--- config.mk ---
export PLATFORM = sky130hd
export DESIGN_NAME = echo_requester
export DESIGN_NICKNAME = d
export VERILOG_FILES = /design/src/rtl/echo_requester.sv
export SDC_FILE = /design/constraint.sdc
export NUM_CORES = 1
export LEC_CHECK = 0
export BUFFER_PORTS_ARGS = -buffer_cell sky130_fd_sc_hd__buf_2
export CORE_UTILIZATION = 45
export DETAILED_ROUTE_END_ITERATION = 12
export PLACE_DENSITY = 0.69
export SKIP_LAST_GASP = 1
export SYNTH_ARGS = -nofsm -noshare
export SYNTH_HDL_FRONTEND = slang
export SYNTH_SLANG_ARGS = --single-unit
--- constraint.sdc ---
create_clock -name CLK -period 3.6 [get_ports CLK]
set_input_delay 0.36 -clock CLK [delete_from_list [all_inputs] [get_ports CLK]]
set_output_delay 0.36 -clock CLK [all_outputs]
set_load 0.02 [all_outputs]
--- src/rtl/echo_requester.sv ---
// Self-checking request source / indication sink for the echo block.
// Issues base, base+1, ... and checks the echoed values in order against a small scoreboard FIFO.
module echo_requester #(
    parameter int DEPTH = 4,
    parameter int WIDTH = 32,
    parameter int CNTW  = 16
) (
    input  logic             CLK,
    input  logic             nRST,
    input  logic             start__ENA,
    input  logic [CNTW-1:0]  start_count,
    input  logic [WIDTH-1:0] start_base,
    output logic             start__RDY,
    output logic             say__ENA,
    output logic [WIDTH-1:0] say_v,
    input  logic             say__RDY,
    input  logic             heard__ENA,
    input  logic [WIDTH-1:0] heard_v,
    output logic             heard__RDY,
    output logic             busy,
    output logic             done,
    output logic             pass,
    output logic [CNTW-1:0]  match_count,
    output logic [CNTW-1:0]  mismatch_count,
    output logic [CNTW-1:0]  unexpected_count,
    output logic [WIDTH-1:0] first_bad_v,
    output logic [1:0]       state_dbg
);
    // Handshake: a transfer happens on any cycle where ENA and RDY are both high;
    // say__ENA already includes say__RDY, so it is only high on real transfers.

    localparam int AW = $clog2(DEPTH);
    localparam logic [AW:0] FULL_OCC = (AW+1)'(DEPTH);

    typedef enum logic [1:0] {
        S_IDLE = 2'd0,
        S_RUN  = 2'd1,
        S_DONE = 2'd2
    } state_t;

    state_t           state;
    logic [CNTW-1:0]  count_q;
    logic [CNTW-1:0]  sent_q;
    logic [WIDTH-1:0] base_q;
    logic [WIDTH-1:0] fifo_mem [DEPTH];
    logic [AW-1:0]    wr_ptr;
    logic [AW-1:0]    rd_ptr;
    logic [AW:0]      occ;

    logic heard_xfer;
    logic heard_stray;
    logic head_match;

    function automatic logic [CNTW-1:0] sat_inc(input logic [CNTW-1:0] v);
        return (&v) ? v : v + CNTW'(1);
    endfunction

    always_comb begin
        say__ENA    = (state == S_RUN) && (sent_q < count_q) && (occ != FULL_OCC) && say__RDY;
        say_v       = base_q + WIDTH'(sent_q);
        heard__RDY  = (state == S_RUN) && (occ != '0);
        heard_xfer  = heard__ENA && heard__RDY;
        heard_stray = heard__ENA && !heard__RDY;
        head_match  = (fifo_mem[rd_ptr] == heard_v);
        start__RDY  = (state != S_RUN);
        busy        = (state == S_RUN);
        done        = (state == S_DONE);
        pass        = (state == S_DONE) && (mismatch_count == '0) && (unexpected_count == '0);
        state_dbg   = state;
    end

    // Scoreboard storage needs no reset: occupancy gates every read.
    always_ff @(posedge CLK) begin
        if (say__ENA) begin
            fifo_mem[wr_ptr] <= say_v;
        end
    end

    always_ff @(posedge CLK) begin
        if (!nRST) begin
            state            <= S_IDLE;
            count_q          <= '0;
            sent_q           <= '0;
            base_q           <= '0;
            wr_ptr           <= '0;
            rd_ptr           <= '0;
            occ              <= '0;
            match_count      <= '0;
            mismatch_count   <= '0;
            unexpected_count <= '0;
            first_bad_v      <= '0;
        end else begin
            case (state)
                S_IDLE, S_DONE: begin
                    if (start__ENA) begin
                        count_q          <= start_count;
                        base_q           <= start_base;
                        sent_q           <= '0;
                        match_count      <= '0;
                        mismatch_count   <= '0;
                        unexpected_count <= '0;
                        first_bad_v      <= '0;
                        state            <= (start_count == '0) ? S_DONE : S_RUN;
                    end else if (heard_stray) begin
                        unexpected_count <= sat_inc(unexpected_count);
                    end
                end
                S_RUN: begin
                    if (heard_stray) begin
                        unexpected_count <= sat_inc(unexpected_count);
                    end
                    if (say__ENA) begin
                        wr_ptr <= wr_ptr + AW'(1);
                        sent_q <= sent_q + CNTW'(1);
                    end
                    if (heard_xfer) begin
                        rd_ptr <= rd_ptr + AW'(1);
                        if (head_match) begin
                            match_count <= sat_inc(match_count);
                        end else begin
                            mismatch_count <= sat_inc(mismatch_count);
                            if (mismatch_count == '0) begin
                                first_bad_v <= heard_v;
                            end
                        end
                    end
                    case ({say__ENA, heard_xfer})
                        2'b10:   occ <= occ + (AW+1)'(1);
                        2'b01:   occ <= occ - (AW+1)'(1);
                        default: occ <= occ;
                    endcase
                    // Finish only once everything issued has also been answered.
                    if ((sent_q == count_q) && (occ == '0)) begin
                        state <= S_DONE;
                    end
                end
                default: state <= S_IDLE;
            endcase
        end
    end

endmodule

After elaboration in Yosys (flattened, before gate mapping):

Memories as Yosys holds them, arrays and structs flattened. A register that Yosys moved wholly into a read port is not among the register bits.
Index checks and enable logic that the tools add are counted.

* add/sub/neg operators: 9
* equal/unequal tests: 17
* muxes and demuxes: 29
* reduce and logical (&&, ||, !) cells: 31
* $lt $le $gt $ge: 1

Operators with widths (count)
* $mux 16: 11
* $mux 32: 4
* $pmux 16 s2: 4
* $add 16x1->16 const B: 4
* $pmux 32 s2: 1
* $logic_not 16->1: 3
* $reduce_and 16->1: 3
* $add 32x16->32: 1
* $eq 32x32->1: 1
* $eq 16x16->1: 1
* $lt 16x16->1: 1
* $reduce_and 5->1: 3
* $mux 2: 5
* $ne 2x1->1 const B: 5
* $ne 2x2->1 const B: 5
* $reduce_and 2->1: 5
* $logic_and 1x1->1: 9
* $pmux 3 s2: 1
* $add 2x1->2 const B: 2
* $eq 2x1->1 const B: 2
* $eq 2x2->1 const B: 2
* $pmux 2 s2: 1
* $reduce_bool 2->1: 2
* $add 3x1->3 const B: 1
* 9 further kinds: 10

* input port bits: 85
* memories kept: 1
* output and inout bits: 120
* bits in registers: 153
* bits in writable memories: 128

Memories
* fifo_mem: words 4, width 32, rd ports 1, clocked after memory_dff 1, write ports 1, line 45 `logic [WIDTH-1:0] fifo_mem [DEPTH];`

Longest topological paths before layout:

Gate-level depths: netlist of the first run.

* depth after elaboration: 7
* depth in mapped cells: 16

Worst setup path before layout of the first run:

OpenSTA, ideal clock, no wires.

* path type: register -> output
* start point: register sent_q[0]
* end point: output port say_v[28]
* slack: 595 ps
* arrival time: 2645 ps
* cell stages (with the launch flop): 12
* data required time: 3240 ps
* cell sequence: dfxtp_1 > ha_1 > inv_1 > fa_1 > nor2b_1 > o311ai_0 > nand2_1 > o221ai_1 > a21oi_1 > a21o_1 > and3_1 > xor2_1

* longest elaborated chain between the ends: 1

RTL lines
* from (decl): line 43 `logic [CNTW-1:0] sent_q;`
* from (signal assigned): line 114 `sent_q <= sent_q + CNTW'(1);`
* $add 32x16->32: line 60 `say_v = base_q + WIDTH'(sent_q);`
* to (decl): line 15 `output logic [WIDTH-1:0] say_v,`

Every way passes these cells.

Worst setup path in the final report of the first run:

* start point: register sent_q[4]
* end point: output port say_v[31]

Same word-level chain as after synthesis.

==> reports/qor.yml, run 1 <==
crit_type: "flop to output port"
setup_viol_count_final: 0
powerDensity_mw_per_mm2: 462
irDropWorstVdd_mv: 0.430
place_inst: 1802
skew_ps: 19.4
cts_tree: "done"
holdWs_ps: 36.4
drive_above_1_share_pct: 24.3
antenna_found_initial: 3
die-area_mm2: 0.0297
drc: 2
reg2reg_slack_ps: 360
slew_viol_final: 0
startpoint: "sent_q[4]$_SDFFE_PN0P_"
area_delta_synth_final_pct: 20.8
syn_inst: 1241
max_freq_mhz: 290
design.core.area_mm2: 0.0286
cp.arrival_ps: 3090
syn-cell-area_mm2: 0.0131
cts_max_level: 1
tns_ps: 0
synth-edff-count: 128
period_share_pct: 95.9
cp-end-kind: "output port"
yosysSeqAreaShare_pct: 53.1
rsz0062_at_grt: "true"
synth_area_leaders: "edfxtp_1 (29%), dfxtp_1 (24%), mux4_2 (5.5%)"
synthesis.nets: 1371
vias_per_cell: 5.46
ys_ff_latch: 283
num-fill-cells: 2491
dr.pass1.iters: 9
reg2reg_to: "sent_q[9]$_SDFFE_PN0P_"
hp-class: "input port to flop"
p_comb_share_pct: 9.7
yosys_warnings: 0
switching_share_pct: 24.6
io_buffers: 204
ioPinCount: 205
yosysMostFrequentCell: "dfxtp_1"
place_ws_ps: 168
die_y_um: 172
p_sw_uw: 1790
grt-ovfl-total: 0
drt-initial-drc-count: 668
p_int_uw: 5500
grt_usage_pct: 21.4
vias: 10200
cp.required_ps: 3240
slowest_stage: "dfxtp_2"
r2r_start: "count_q[5]$_SDFFE_PN0P_"
critPathLaunchType: "flop"
nNetsFinal: 1583
synth_top_area_share_pct: 29.4
layout_setup_ws_ps: 148
cp_slowest_stage_delay_ps: 380
p_total_uw: 7290
crit_chain: "ha_2, a2111o_1, o22ai_2, o31a_1, o21ai_4, a21oi_4, nor2_1, xor2_1, buf_2"
yosys-top-cells-count: "dfxtp_1 (155), nand2_1 (146), edfxtp_1 (128)"
yosysUniqueCellTypes: 57
hold_viol: 0
p_clk_share_pct: 42.2
status: "finished, violations left"
cp-endpoint: "say_v[31]"
grt_pass1_wl_um: 49500
cts_max_path_buffers: 3
tightest_slew_ps: 1190
routed_wl_um: 32800
min_period_ps: 3450
synthFlopType: "dfxtp_1"
cp_max_fo: 7
cts.sinks: 283
clk_latency_ps: 560
final_cells: 1864
fp.dieW_um: 172
maxSlewHeadroom_pct: 21.0
path_clk_slew_ps: 60
yosysTopAreaCell: "edfxtp_1"
gp_congestion: 0.877
hpwl_um: 23200
grt_pass1_vias: 9129
ff2ff_path_depth: 10
grt_max_degree: 75
violations: "design-rule violations"
cts_buffers: 30
p_leak_uw: 0.00627
start_util_pct: 45.7
p_seq_share_pct: 48.1
wl_per_cell_um: 17.6
cts_root_buffer: "clkbuf_16"
rows: 62
synthArstFlopShare_pct: 0
syn_area_per_cell_um2: 10.5
ant_nets: 0
drv_cap: 0
[cell usage in the layout (no fill, tap or decap), drive strengths merged, types with 7 or more instances in the layout]
| cell type | n |
|---|---|
| or3 | 18 |
| and3 | 32 |
| inv | 42 |
| nand2 | 147 |
| nor2b | 10 |
| mux4 | 32 |
| a21oi | 88 |
| and4 | 8 |
| nor4 | 13 |
| mux2i | 14 |
| o31ai | 12 |
| and2 | 11 |
| nand3 | 104 |
| dfxtp | 155 |
| xor2 | 11 |
| or4 | 7 |
| clkbuf | 38 |
| edfxtp | 128 |
| nor3 | 11 |
| ha | 43 |
| a21o | 11 |
| nand2b | 10 |
| nand4 | 24 |
| o21ai | 69 |
| clkinv | 10 |
| xnor2 | 66 |
| buf | 238 |
| nor2 | 67 |
[cells by family after synthesis]
family	Yosys count	synth area share, %
AO/OA/AOI/OAI	221	9.92
XOR/XNOR	77	5.16
flip-flops	283	53.1
adder cells (fa/ha/maj)	45	4.42
buffers and inverters	100	3.10
multiplexers	46	6.58
AND/OR/NAND/NOR	469	17.7
[through the flow]
| stage | instance area (µm²) | utilization [%] |
|---|---|---|
| floorplan | 13100 | - |
| finish | 15800 | 55.2 |
| global placement | 14600 | 51.1 |
| detailed placement | 14600 | 51.1 |
| global route | 15800 | 55.2 |
| CTS | 15700 | 54.9 |
[sequential cells by signal, indices dropped and copies added (netlist names), 3 cells and up, named ones only]
name and flops:
count_q 16, mismatch_count 16, base_q 32, sent_q 16, fifo_mem 128, occ 3
unexpected_count 16, first_bad_v 32, match_count 16
[cell type report]
cell class	count	area, µm²	share of cell area [%]
sequential	283	6950	44.0
multi-input combinational	858	5880	37.2
timing repair buffer	238	1330	8.41
clock buffer	38	802	5.08
tap	384	480	3.04
clock inverter	18	188	1.19
inverter	42	158	0.998
antenna	3	7.51	0.0475
[layer usage]
layer | global-route usage, % | vias to the layer above | wire, µm
met5 | 0 | - | 0
met4 | 6.35 | 0 | 731
met3 | 3.25 | 54 | 1910
met2 | 33.3 | 285 | 14900
met1 | 30.7 | 4888 | 15300
li1 | - | 4950 | -
[repair_timing]
action / in CTS / in global routing
gates resized for setup: 17 / 16
pin swaps: 2 / 3
buffers inserted: 2 / 1
hold buffers: 0 / 0
endpoints found under the setup margin: 17 / 20
[power groups by stage]
stage | Combinational [µW] | Sequential (µW) | Clock (µW)
6_report | 710 | 3500 | 3080
5_1_grt | 777 | 3510 | 3270
4_1_cts | 711 | 3500 | 3140
3_5_place_dp | 702 | 3570 | 0
3_3_place_gp | 692 | 3570 | 0
2_1_floorplan | 414 | 3580 | 0
[worst min path at each step]
stage | from | endpoint | slack [ps] | cells past startpoint
4_1_cts | start_base[21] | base_q[21]$_SDFFE_PN0P_ | 20 | 3
2_1_floorplan | count_q[10]$_SDFFE_PN0P_ | count_q[10]$_SDFFE_PN0P_ | 440 | 2
3_5_place_dp | count_q[12]$_SDFFE_PN0P_ | count_q[12]$_SDFFE_PN0P_ | 450 | 2
3_3_place_gp | count_q[2]$_SDFFE_PN0P_ | count_q[2]$_SDFFE_PN0P_ | 440 | 2
6_report | start_base[25] | base_q[25]$_SDFFE_PN0P_ | 40 | 3
5_1_grt | start_base[26] | base_q[26]$_SDFFE_PN0P_ | 20 | 3
[worst max-delay path: cells and delay by family, from the launching register on]
kind / cells / cell delay [ps]
XOR/XNOR: 1 / 270
flip-flops: 1 / 380
AND/OR/NAND/NOR: 1 / 90
AO/OA/AOI/OAI: 5 / 1220
adder cells (fa/ha/maj): 1 / 330
buffers and inverters: 1 / 250
Note: power is estimated with default switching activity, not from simulation.
==> run 2, diff against run 1 <==
==> constraint.sdc (replaced) <==
create_clock -name CLK -period 4.4 [get_ports CLK]
set_input_delay 0.44 -clock CLK [delete_from_list [all_inputs] [get_ports CLK]]
set_output_delay 0.44 -clock CLK [all_outputs]
set_load 0.02 [all_outputs]
==> run 2 against run 1 <==
The run still ends with design-rule violations left. Core utilization shrank 0.97 points. Sequential share of layout area grew 0.76 points. Setup slack gained 140 ps. Clock power shrank 19%. First-iteration DRC count shrank 5.4%. Clock-buffer cell count shrank 1. Critical path depth grew 3.
==> reports/qor.yml, run 2 (synthesis gave the netlist of run 1 again) <==
maxSlewHeadroom_pct: 16.1  # was 21.0%
rsz0062_at_grt: "false"  # was true
drc: 2  # unchanged
cp-end-kind: "output port"  # unchanged
largest_reg_flops: 128  # unchanged
status: "finished, violations left"  # unchanged
drv_cap: 0  # unchanged
start_util_pct: 45.7  # unchanged
die-area_mm2: 0.0297  # unchanged
drt-initial-drc-count: 632  # was 668
skew_ps: 23.0  # was 19.4 ps
cts_buffers: 30  # unchanged
hold_viol: 0  # unchanged
irDropWorstVdd_mv: 0.380  # was 0.430 mV
io_buffers: 204  # unchanged
design.core.area_mm2: 0.0286  # unchanged
grt_pass1_vias: 9237  # was 9129
ioPinCount: 205  # unchanged
switching_share_pct: 24.9  # was 24.6%
vias: 10100  # was 10200
final_common_cell: "buf_2"  # unchanged
final_core_util_pct: 54.2  # was 55.2%
hold_buffers: 0  # unchanged
post_cts_resized: 0  # was 17
p_sw_uw: 1480  # was 1790 µW
p_leak_uw: 0.00614  # was 0.00627 µW
cts_max_path_buffers: 3  # unchanged
cts.sinks: 283  # unchanged
top_register: "fifo_mem"  # unchanged
period_share_pct: 93.5
wl_per_cell_um: 18.1  # was 17.6 µm
nNetsFinal: 1566  # was 1583
p_int_uw: 4470  # was 5500 µW
antenna_found_initial: 1  # was 3
antenna_cells: 0  # was 3
setup_viol_count_final: 0  # unchanged
p_clk_share_pct: 42.3  # was 42.2%
area_delta_synth_final_pct: 18.7  # was 20.8%
grt_max_degree: 65  # was 75
cp_max_fo: 7  # unchanged
reg_top3: "fifo_mem (128), base_q (32), first_bad_v (32)"  # unchanged
slew_viol_final: 0  # unchanged
grt_usage_pct: 21.9  # was 21.4%
drive_above_1_share_pct: 21.9  # was 24.3%
crit_type: "flop to output port"  # unchanged
tightest_slew_ps: 1260  # was 1190 ps
routed_wl_um: 33300  # was 32800 µm
rows: 62  # unchanged
path_clk_slew_ps: 60  # about the same
ant_nets: 0  # unchanged
min_period_ps: 4120
grt-ovfl-total: 0  # unchanged
tns_ps: 0  # unchanged
max_freq_mhz: 243
grt_pass1_wl_um: 50500  # was 49500 µm
hp-class: "input port to flop"  # unchanged
critPathLaunchType: "flop"  # unchanged
cts_setup_buffers: 0  # was 2
p_comb_share_pct: 9.5  # was 9.7%
cp.required_ps: 3960  # was 3240 ps
final_cell_mix: "buf_2 (204), dfxtp_1 (154), nand2_1 (146)"  # was buf_2 (203), dfxtp_1 (150), nand2_1 (146)
cts_tree: "done"  # unchanged
cp.arrival_ps: 3680  # was 3090 ps
powerDensity_mw_per_mm2: 383  # was 462 mW/mm²
gp_congestion: 0.851  # was 0.877
p_seq_share_pct: 48.2  # was 48.1%
clk_latency_ps: 580  # was 560 ps
violations: "design-rule violations"  # unchanged
hpwl_um: 23200  # about the same
vias_per_cell: 5.50  # was 5.46
fp.dieW_um: 172  # unchanged
cts_max_level: 1  # unchanged
cts_root_buffer: "clkbuf_16"  # unchanged
die_y_um: 172  # unchanged
dr.pass1.iters: 9  # unchanged
-- run 2: critical path: stages, from the launching register on --
cell and delay [ps]:
dfxtp_1 450, ha_1 230, inv_1 60, fa_1 400, nor2b_1 220, o311ai_0 200, nand2_1 110, o221ai_1 150
a21oi_1 300, a21o_2 290, nand3_1 110, xnor2_1 340, buf_2 240
-- run 2: power groups by stage --
stage                     logic (µW)  registers, µW  clock network, µW
after floorplan                  338           2930                  0
after global placement           554           2920                  0
after detailed placement         563           2920                  0
after CTS                        567           2870               2560
after global routing             620           2880               2670
final                            566           2870               2510
-- run 2: cell type report --
class | instances | area [µm²]
multi-input combinational | 858 | 5770
inverter | 42 | 158
sequential | 283 | 6950
clock inverter | 19 | 168
timing repair buffer | 221 | 1160
fill | 2514 | 13100
tap | 384 | 480
clock buffer | 37 | 828
-- run 2: worst paths after layout --
path / start / end / slack [ps] / cells past startpoint
setup reg to reg: flop / match_count[4]$_SDFFE_PN0P_ / 870 / 9
hold reg to reg: count_q[4]$_SDFFE_PN0P_ / count_q[4]$_SDFFE_PN0P_ / 450 / 2
setup / recovery: sent_q[0]$_SDFFE_PN0P_ / say_v[20] / 280 / 12
hold / removal: start_base[27] / base_q[27]$_SDFFE_PN0P_ / 100 / 3
-- run 2: per-layer routing --
| layer | up-vias | part of all wire [%] | GRT usage (%) |
|---|---|---|---|
| met2 | 313 | 45 | 33.6 |
| met3 | 62 | 6.1 | 3.27 |
| li1 | 4916 | - | - |
| met1 | 4846 | 47 | 31.6 |
| met5 | - | 0 | 0 |
| met4 | 0 | 2.6 | 7.39 |
-- run 2: stage by stage --
step	cell area (µm²)	hold WS (ps)	cells	power, µW	worst slack (ps)
final	15500	96.0	1844	5950	284
after global routing	15500	93.9	1844	6170	29.9
after floorplan	13100	436	1241	3270	1310
after global placement	14500	445	1788	3470	927
after CTS	15500	82.9	1844	6000	199
after detailed placement	14500	447	1788	3490	856
